## config.mk

```make
export PLATFORM = sky130hd
export DESIGN_NAME = instr_fetch
export DESIGN_NICKNAME = d
export VERILOG_FILES = /design/src/rtl/instr_fetch.sv
export SDC_FILE = /design/constraint.sdc
export NUM_CORES = 1
export LEC_CHECK = 0
export BUFFER_PORTS_ARGS = -buffer_cell sky130_fd_sc_hd__buf_2
export CAP_MARGIN = 10
export CORE_ASPECT_RATIO = 0.6
export CORE_MARGIN = 4
export CORE_UTILIZATION = 40
export DETAILED_ROUTE_END_ITERATION = 6
export PLACE_DENSITY_LB_ADDON = 0.3
export SLEW_MARGIN = 25
export SYNTH_ARGS = -nofsm -noshare
export SYNTH_HDL_FRONTEND = slang
export SYNTH_SLANG_ARGS = --single-unit
```

## constraint.sdc

```tcl
create_clock -name clk -period 3.3 [get_ports clk]
set_clock_uncertainty 0.1 [all_clocks]
set_input_delay 0.66 -clock clk [delete_from_list [all_inputs] [get_ports clk]]
set_output_delay 0.66 -clock clk [all_outputs]
set_load 0.005 [all_outputs]
```

## src/rtl/instr_fetch.sv

```systemverilog
// Instruction fetch stage. Issues one memory request per accepted PC and
// tracks it through a small FSM. Returned words are queued with their PCs in
// a DEPTH-entry FIFO. The FIFO head is held in registers, so id_* stay put
// whenever the FIFO is empty.
//
// Handshakes:
//  - Memory side: imem_req/imem_addr are raised on an accept edge. They stay
//    unchanged until the edge where imem_ack is sampled high, and imem_ack is
//    ignored while imem_req is low.
//  - Decode side: a head entry transfers on any edge where id_valid and
//    id_ready are both high and flush is low.
//  - PC side: pc_taken pulses for one cycle after the edge that captured pc_in.
module instr_fetch #(
  parameter int DEPTH     = 2,
  parameter int BYTE_ADDR = 0
) (
  input  logic        clk,
  input  logic        clr_n,
  input  logic [31:0] pc_in,
  input  logic        flush,
  output logic        pc_taken,
  output logic        imem_req,
  output logic [31:0] imem_addr,
  input  logic        imem_ack,
  input  logic [31:0] imem_rdata,
  output logic        id_valid,
  output logic [31:0] id_instr,
  output logic [31:0] id_pc,
  input  logic        id_ready,
  output logic [1:0]  dbg_state
);

  localparam int AW = (DEPTH > 1) ? $clog2(DEPTH) : 1;
  localparam int CW = AW + 2;

  typedef enum logic [1:0] {
    S_IDLE = 2'd0,
    S_WAIT = 2'd1,
    S_DROP = 2'd2
  } state_e;

  state_e          state_q, state_d;
  logic [CW-1:0]   count_q, count_d;
  logic [AW-1:0]   rd_ptr_q, rd_ptr_d;
  logic [AW-1:0]   wr_ptr_q, wr_ptr_d;
  logic [31:0]     addr_q, addr_d;
  logic [31:0]     fpc_q, fpc_d;
  logic            taken_q, taken_d;
  logic            valid_q, valid_d;
  logic [31:0]     hpc_q, hpc_d;
  logic [31:0]     hinstr_q, hinstr_d;
  logic [31:0]     pc_mem_q    [DEPTH];
  logic [31:0]     instr_mem_q [DEPTH];

  logic            pop, push, accept;
  logic [CW-1:0]   occ_next;

  // Transfer qualifiers; accept reserves a FIFO slot for the new request.
  always_comb begin
    pop      = valid_q & id_ready & ~flush;
    push     = imem_ack & (state_q == S_WAIT) & ~flush;
    occ_next = count_q + CW'(push) - CW'(pop);
    accept   = ~flush
             & ((state_q == S_IDLE) | ((state_q == S_WAIT) & imem_ack))
             & (occ_next < CW'(DEPTH));
  end

  // Next-state logic for the request FSM.
  always_comb begin
    state_d = state_q;
    case (state_q)
      S_IDLE: if (accept) state_d = S_WAIT;
      S_WAIT: begin
        if (flush)         state_d = imem_ack ? S_IDLE : S_DROP;
        else if (imem_ack) state_d = accept ? S_WAIT : S_IDLE;
      end
      S_DROP: if (imem_ack) state_d = S_IDLE;
      default: state_d = S_IDLE;
    endcase
  end

  // Request address, in-flight PC, and the PC-taken pulse.
  always_comb begin
    addr_d  = addr_q;
    fpc_d   = fpc_q;
    taken_d = accept;
    if (accept) begin
      fpc_d  = pc_in;
      addr_d = (BYTE_ADDR != 0) ? {pc_in[29:0], 2'b00} : pc_in;
    end
  end

  // FIFO pointers, occupancy, and the registered head view.
  always_comb begin
    if (flush) begin
      count_d  = '0;
      rd_ptr_d = '0;
      wr_ptr_d = '0;
    end else begin
      count_d  = occ_next;
      rd_ptr_d = rd_ptr_q + AW'(pop);
      wr_ptr_d = wr_ptr_q + AW'(push);
    end
    valid_d  = (count_d != '0);
    hpc_d    = hpc_q;
    hinstr_d = hinstr_q;
    if (count_d != '0) begin
      // The slot being written this edge becomes the head only if the FIFO
      // is otherwise empty. A full FIFO cannot push, so pointer equality
      // identifies that case unambiguously.
      if (push && (wr_ptr_q == rd_ptr_d)) begin
        hpc_d    = fpc_q;
        hinstr_d = imem_rdata;
      end else begin
        hpc_d    = pc_mem_q[rd_ptr_d];
        hinstr_d = instr_mem_q[rd_ptr_d];
      end
    end
  end

  // State registers with asynchronous clear.
  always_ff @(posedge clk or negedge clr_n) begin
    if (!clr_n) begin
      state_q  <= S_IDLE;
      count_q  <= '0;
      rd_ptr_q <= '0;
      wr_ptr_q <= '0;
      addr_q   <= '0;
      fpc_q    <= '0;
      taken_q  <= 1'b0;
      valid_q  <= 1'b0;
      hpc_q    <= '0;
      hinstr_q <= '0;
    end else begin
      state_q  <= state_d;
      count_q  <= count_d;
      rd_ptr_q <= rd_ptr_d;
      wr_ptr_q <= wr_ptr_d;
      addr_q   <= addr_d;
      fpc_q    <= fpc_d;
      taken_q  <= taken_d;
      valid_q  <= valid_d;
      hpc_q    <= hpc_d;
      hinstr_q <= hinstr_d;
    end
  end

  // FIFO storage; contents are only read once count marks them valid.
  always_ff @(posedge clk) begin
    if (push) begin
      pc_mem_q[wr_ptr_q]    <= fpc_q;
      instr_mem_q[wr_ptr_q] <= imem_rdata;
    end
  end

  assign imem_req  = (state_q != S_IDLE);
  assign imem_addr = addr_q;
  assign pc_taken  = taken_q;
  assign id_valid  = valid_q;
  assign id_pc     = hpc_q;
  assign id_instr  = hinstr_q;
  assign dbg_state = state_q;

endmodule

```

==> results of run 1 <==
repair_timing:
action	CTS	global route
hold endpoints to repair	14	0
setup buffers	0	0
hold buffers	1	0
through the flow:
step | hold slack [ns] | cell area [sq um]
floorplan | 0.2644 | 9080
global placement | 0.3655 | 10350
detailed placement | 0.3715 | 10350
CTS | 0.2290 | 11120
global route | 0.2390 | 11120
finish | 0.2521 | 11120
Yosys cell counts:
library cell	count
buf_2	36
a21o_1	1
clkbuf_1	4
inv_2	2
nand3_1	1
buf_1	5
edfxtp_1	128
inv_1	5
nand2_1	194
nand4bb_1	1
fa_1	1
mux2_2	33
dfrtp_1	105
and3_1	64
nor2b_1	4
nor3_1	2
ha_1	4
o21ai_1	116
buf_4	1
a21oi_1	1
or2_2	1
nor2_1	8
mux2i_1	1
o21ai_0	12
xor2_1	1
mux2i_4	1
xnor2_1	1
layer usage:
layer	global-route usage (%)	vias up	part of all wire [%]
met5	0	-	0
met4	2.832	0	1.6
met3	3.175	21	6.3
met2	23.81	167	42
met1	25.04	2910	50
li1	-	2894	-
cells by family after synthesis:
| group | Yosys count | synth area share, % |
|---|---|---|
| simple gates | 275 | 13.39 |
| compound gates | 130 | 7.193 |
| mux | 35 | 4.451 |
| xor+xnor | 2 | 0.1930 |
| fa+ha+maj | 5 | 0.7717 |
| buf+inv | 53 | 2.728 |
| flops | 233 | 71.27 |
worst max-delay path, stage by stage (launching register included):
cell and delay [ns]:
dfrtp_1 0.48, nand4bb_1 0.26, ha_1 0.30, inv_1 0.04, ha_1 0.17, inv_1 0.06, fa_1 0.42, nor2b_1 0.15
a21o_2 0.23, inv_2 0.10, buf_12 0.23, o21ai_0 0.14, o21ai_1 0.14
sequential cells by signal, indices dropped and copies added (netlist names), 2 cells and up:
name,count
count_q,3
dbg_state,2
id_instr,32
fpc_q,32
pc_mem_q,64
instr_mem_q,64
id_pc,32
final timing paths:
check                                          from                      endpoint  slack (ns)  depth (start not counted)
setup reg to reg           dbg_state[1]$_DFFE_PN0P_      id_instr[24]$_DFFE_PN0P_        0.41                         12
hold reg to reg            id_instr[10]$_DFFE_PN0P_      id_instr[10]$_DFFE_PN0P_        0.38                          2
setup / recovery           dbg_state[1]$_DFFE_PN0P_      id_instr[24]$_DFFE_PN0P_        0.41                         12
min in group asynchronous                     clr_n       id_instr[1]$_DFFE_PN0P_        0.46                          2
hold / removal                       imem_rdata[22]  instr_mem_q[0][22]$_DFFE_PP_        0.25                          1
max in group asynchronous                     clr_n      id_instr[11]$_DFFE_PN0P_        1.88                          3
area by class of cell:
type / instances / area, sq um / area share [%]
clock inverter: 12 / 142.6 / 1.282
clock buffer: 30 / 623.1 / 5.601
inverter: 7 / 26.28 / 0.2362
sequential: 233 / 6471 / 58.17
timing repair buffer: 190 / 1071 / 9.628
multi-input combinational: 447 / 2405 / 21.62
tap: 308 / 385.4 / 3.464
power by group through the flow:
stage | Combinational [mW] | Clock [mW] | Sequential [mW]
detailed placement | 3.05 | 0 | 4.55
global placement | 2.99 | 0 | 4.54
CTS | 3.05 | 2.73 | 4.50
finish | 2.98 | 2.66 | 4.49
floorplan | 1.68 | 0 | 4.47
global route | 3.35 | 2.86 | 4.60
==> impl_metrics.tcl, run 1 <==
set metrics [dict create \
    status "finished, final reports clean" \
    htreeDepth 1 \
    portBuffers 169 \
    grt_antenna_before_repair 0 \
    antenna_cells 0 \
    ios 170 \
    nets 976 \
    overflow 0 \
    coreArea_sq_um 22180 \
    drv_cap 0 \
    setup_viol 0 \
    clock_path_buffers 3 \
    first_iter_violations 310 \
    clk_latency_ns 0.51 \
    required_ns 3.63 \
    netlist_area_sq_um 9080 \
    hold_path.class "in2reg" \
    initial_core_util_pct 40.94 \
    syn_nets 807 \
    finish.utilization_pct 50.16 \
    path_max_fanout 39 \
    placed_cells 1184 \
    final.period_utilization_pct 87.65 \
    area_delta_synth_final_pct 22.52 \
    total_power_mw 10.13 \
    relSlewSlack_pct 46.05 \
    drcViolationCount 0 \
    synth-seq-area-share_pct 71.27 \
    tns_ns 0 \
    synth-warning-count 0 \
    critPathLaunchType "flip-flop" \
    avgRoutedWirePerCell_um 17.10 \
    tightest_slew_ns 0.8093 \
    clock-sinks 233 \
    critical_path_class "reg2reg" \
    pwr-share-clk_pct 26.2 \
    first_pass_iters 4 \
    min_period_ns 2.892 \
    combinationalPowerShare_pct 29.4 \
    final_cell_mix "nand2_1, buf_2, edfxtp_1, o21ai_1, dfrtp_1" \
    numCtsBuffers 23 \
    finalNonFillerCells 1227 \
    power.leakage_nw 4.737 \
    die_w_um 202.5 \
    worstPathArrival_ns 3.22 \
    routabilityCongestion 0.7385 \
    root_buffer "clkbuf_16" \
    avgViaCountPerCell 4.883 \
    cts_tree "done" \
    rows 42 \
    n_fill_cell 2000 \
    pwr-share-seq_pct 44.3 \
    final-hold-violation-count 0 \
    dpl.hpwl_um 12750 \
    clk_pin_slew_ns 0.06 \
    drive_above_1_share_pct 28.73 \
    crit_path_end_kind "flip-flop" \
    num_vias 5992 \
    ys_seq_elements 233 \
    avgSynthCellArea_sq_um 12.39 \
    grt_max_degree 129 \
    first_global_vias 5755 \
    wirelength_um 20980 \
    rsz0062_at_grt "no" \
    fmax_mhz 345.7 \
    grt_usage_pct 16.11 \
    ys_types 27 \
    p_sw_mw 3.240 \
    dieHeight_um 124.7 \
    synth_top_cell_by_area "edfxtp_1" \
    worst_slack_ns 0.4076 \
    grt_pass1_wl_um 33170 \
    switching_share_pct 31.99 \
    power_density_nw_per_um2 910.4 \
    synthesis.instances 733 \
    ir_worst_vdd_mv 0.4667 \
    synthTopCellsByArea "edfxtp_1, dfrtp_1, nand2_1" \
    post_cts_resized 0 \
    p_int_mw 6.888 \
    layout_commonest_cell "nand2_1" \
    dieArea_sq_um 25250 \
    slew_viol_final 0 \
    synth_top_area_share_pct 42.33 \
    dp_slack_ns 0.09138 \
    antenna_left 0 \
]
Note: power is estimated with default switching activity, not from simulation.
==> run 2: changes to the inputs <==
- CORE_ASPECT_RATIO: 0.6 -> unset
==> run 2 against run 1 <==
Compared with the run above:
- flip-flop and latch count did not move
- register-to-register slack improved by 0.14 ns
- final cell count fell by 1.9%
- worst setup slack improved by 0.14 ns
- wire length fell by 1.6%
- fmax rose by 5.2%
- critical path type unchanged
==> impl_metrics.tcl, run 2 (same netlist as run 1, synthesis figures left out) <==
set metrics [dict create \
    min_period_ns 2.751 \
    htreeDepth 1 \
    antenna_left 0 \
    routabilityCongestion 0.7178 \
    coreArea_sq_um 22090 \
    rows 54 \
    fmax_mhz 363.6 \
    cts_setup_buffers 0 \
    initial_core_util_pct 41.10 \
    critical_path_class "reg2reg" \
    drv_cap 0 \
    grt_usage_pct 16.32 \
    clk_latency_ns 0.51 \
    avgRoutedWirePerCell_um 17.15 \
    reg_top3 "instr_mem_q: 64 flops, pc_mem_q: 64 flops" \
    grt_max_degree 93 \
    wirelength_um 20650 \
    wl_met3_um 1007 \
    critPathLaunchType "flip-flop" \
    portBuffers 169 \
    rsz0062_at_grt "no" \
    drive_above_1_share_pct 29.11 \
    power.leakage_nw 4.806 \
    tightest_slew_ns 0.8374 \
    worstPathArrival_ns 3.07 \
    required_ns 3.62 \
    top_layer_used "met5" \
    path_max_fanout 25 \
    nets 980 \
    dieArea_sq_um 25170 \
    hold_path.class "in2async" \
    overflow 0 \
    cp_cell_sequence "nand4bb_1, ha_1, inv_1, ha_1, inv_1, fa_1, nor2b_1, a21o_2, inv_2, buf_12, o21ai_0, o21ai_1" \
    design_area_sq_um 11210 \
    crit_path_end_kind "flip-flop" \
    status "finished, final reports clean" \
    cts_tree "done" \
    num_vias 6037 \
    slew_viol_final 0 \
    cp_slowest_cell "dfrtp_1" \
    area_delta_synth_final_pct 23.50 \
    drt-met1-wl_um 9129 \
    antenna_cells 0 \
    grt_pass1_wl_um 32430 \
    dr_wl_met2_um 10100 \
    root_buffer "clkbuf_16" \
    ir_worst_vdd_mv 0.5488 \
    place_area_sq_um 10400 \
    first_global_vias 5948 \
    final_cell_mix "nand2_1, buf_2, edfxtp_1, o21ai_1, dfrtp_1" \
    clock_path_buffers 3 \
    setup_viol 0 \
    first_pass_iters 4 \
    final.period_utilization_pct 83.35 \
    grt_antenna_before_repair 1 \
    relSlewSlack_pct 44.17 \
    dieHeight_um 158.7 \
    tns_ns 0 \
    clock-sinks 233 \
    drcViolationCount 0 \
    layout_commonest_cell "nand2_1" \
    die_w_um 158.7 \
    dpl.hpwl_um 12480 \
    slowest_delay_ns 0.45 \
    numCtsBuffers 25 \
    ios 170 \
    hold_buffers 0 \
    first_iter_violations 211 \
    clk_pin_slew_ns 0.06 \
    final-hold-violation-count 0 \
    avgViaCountPerCell 5.014 \
    power_density_nw_per_um2 918.4 \
    post_cts_resized 0 \
]
==> run 2: cell count changes in the layout (fill, tap and decap cells not counted), sizes merged <==
cell	before	now
clkbuf	30	35
buf	189	192
clkinvlp	3	0
clkinv	5	7
dlygate4sd3	1	0
inv	8	7
==> run 2: worst max-delay path, delay by kind of cell, from the launching register on <==
family	cells	cell delay (ns)
buf+inv	4	0.43
simple gates	2	0.30
flops	1	0.45
fa+ha+maj	3	0.87
compound gates	3	0.50
==> run 2: worst paths after layout <==
kind / start / slack [ns] / cells past startpoint / to
hold reg to reg: id_instr[4]$_DFFE_PN0P_ / 0.38 / 2 / id_instr[4]$_DFFE_PN0P_
min in group clk: imem_ack / 0.25 / 2 / dbg_state[1]$_DFFE_PN0P_
setup / recovery: dbg_state[0]$_DFFE_PN0P_ / 0.55 / 12 / id_instr[24]$_DFFE_PN0P_
setup reg to reg: dbg_state[0]$_DFFE_PN0P_ / 0.55 / 12 / id_instr[24]$_DFFE_PN0P_
max in group asynchronous: clr_n / 2.28 / 2 / id_pc[30]$_DFFE_PN0P_
hold / removal: clr_n / 0.08 / 1 / dbg_state[0]$_DFFE_PN0P_
==> run 2: cell type report <==
type	count	area, sq um
sequential	233	6471
clock buffer	35	693.2
tap	280	350.3
clock inverter	10	121.4
fill	1934	10880
multi-input combinational	447	2405
inverter	7	26.28
timing repair buffer	192	1146
==> run 2: routing by layer <==
| metal | global-route usage (%) | vias to the layer above |
|---|---|---|
| met2 | 27.73 | 129 |
| met5 | 0 | - |
| li1 | - | 2901 |
| met1 | 21.68 | 2973 |
| met4 | 3.777 | 2 |
| met3 | 3.398 | 32 |
==> run 2: per-stage QoR <==
| stage | power (mW) | setup WS [ns] | util, % | instances | hold WS, ns |
|---|---|---|---|---|---|
| floorplan | 6.151 | 0.2116 | - | 733 | 0.2644 |
| global placement | 7.588 | 0.2180 | 47.07 | 1159 | 0.3623 |
| detailed placement | 7.672 | 0.1406 | 47.07 | 1159 | 0.3703 |
| CTS | 10.47 | 0.5311 | 50.75 | 1204 | 0.09178 |
| global route | 11.02 | 0.3531 | 50.75 | 1204 | 0.1227 |
| finish | 10.30 | 0.5494 | 50.75 | 1204 | 0.08189 |
==> run 2: power breakdown <==
| group | switching (mW) | internal [mW] | leakage, nW |
|---|---|---|---|
| Combinational | 1.63 | 1.45 | 1.96 |
| Clock | 1.08 | 1.69 | 0.401 |
| Sequential | 0.496 | 3.95 | 2.45 |
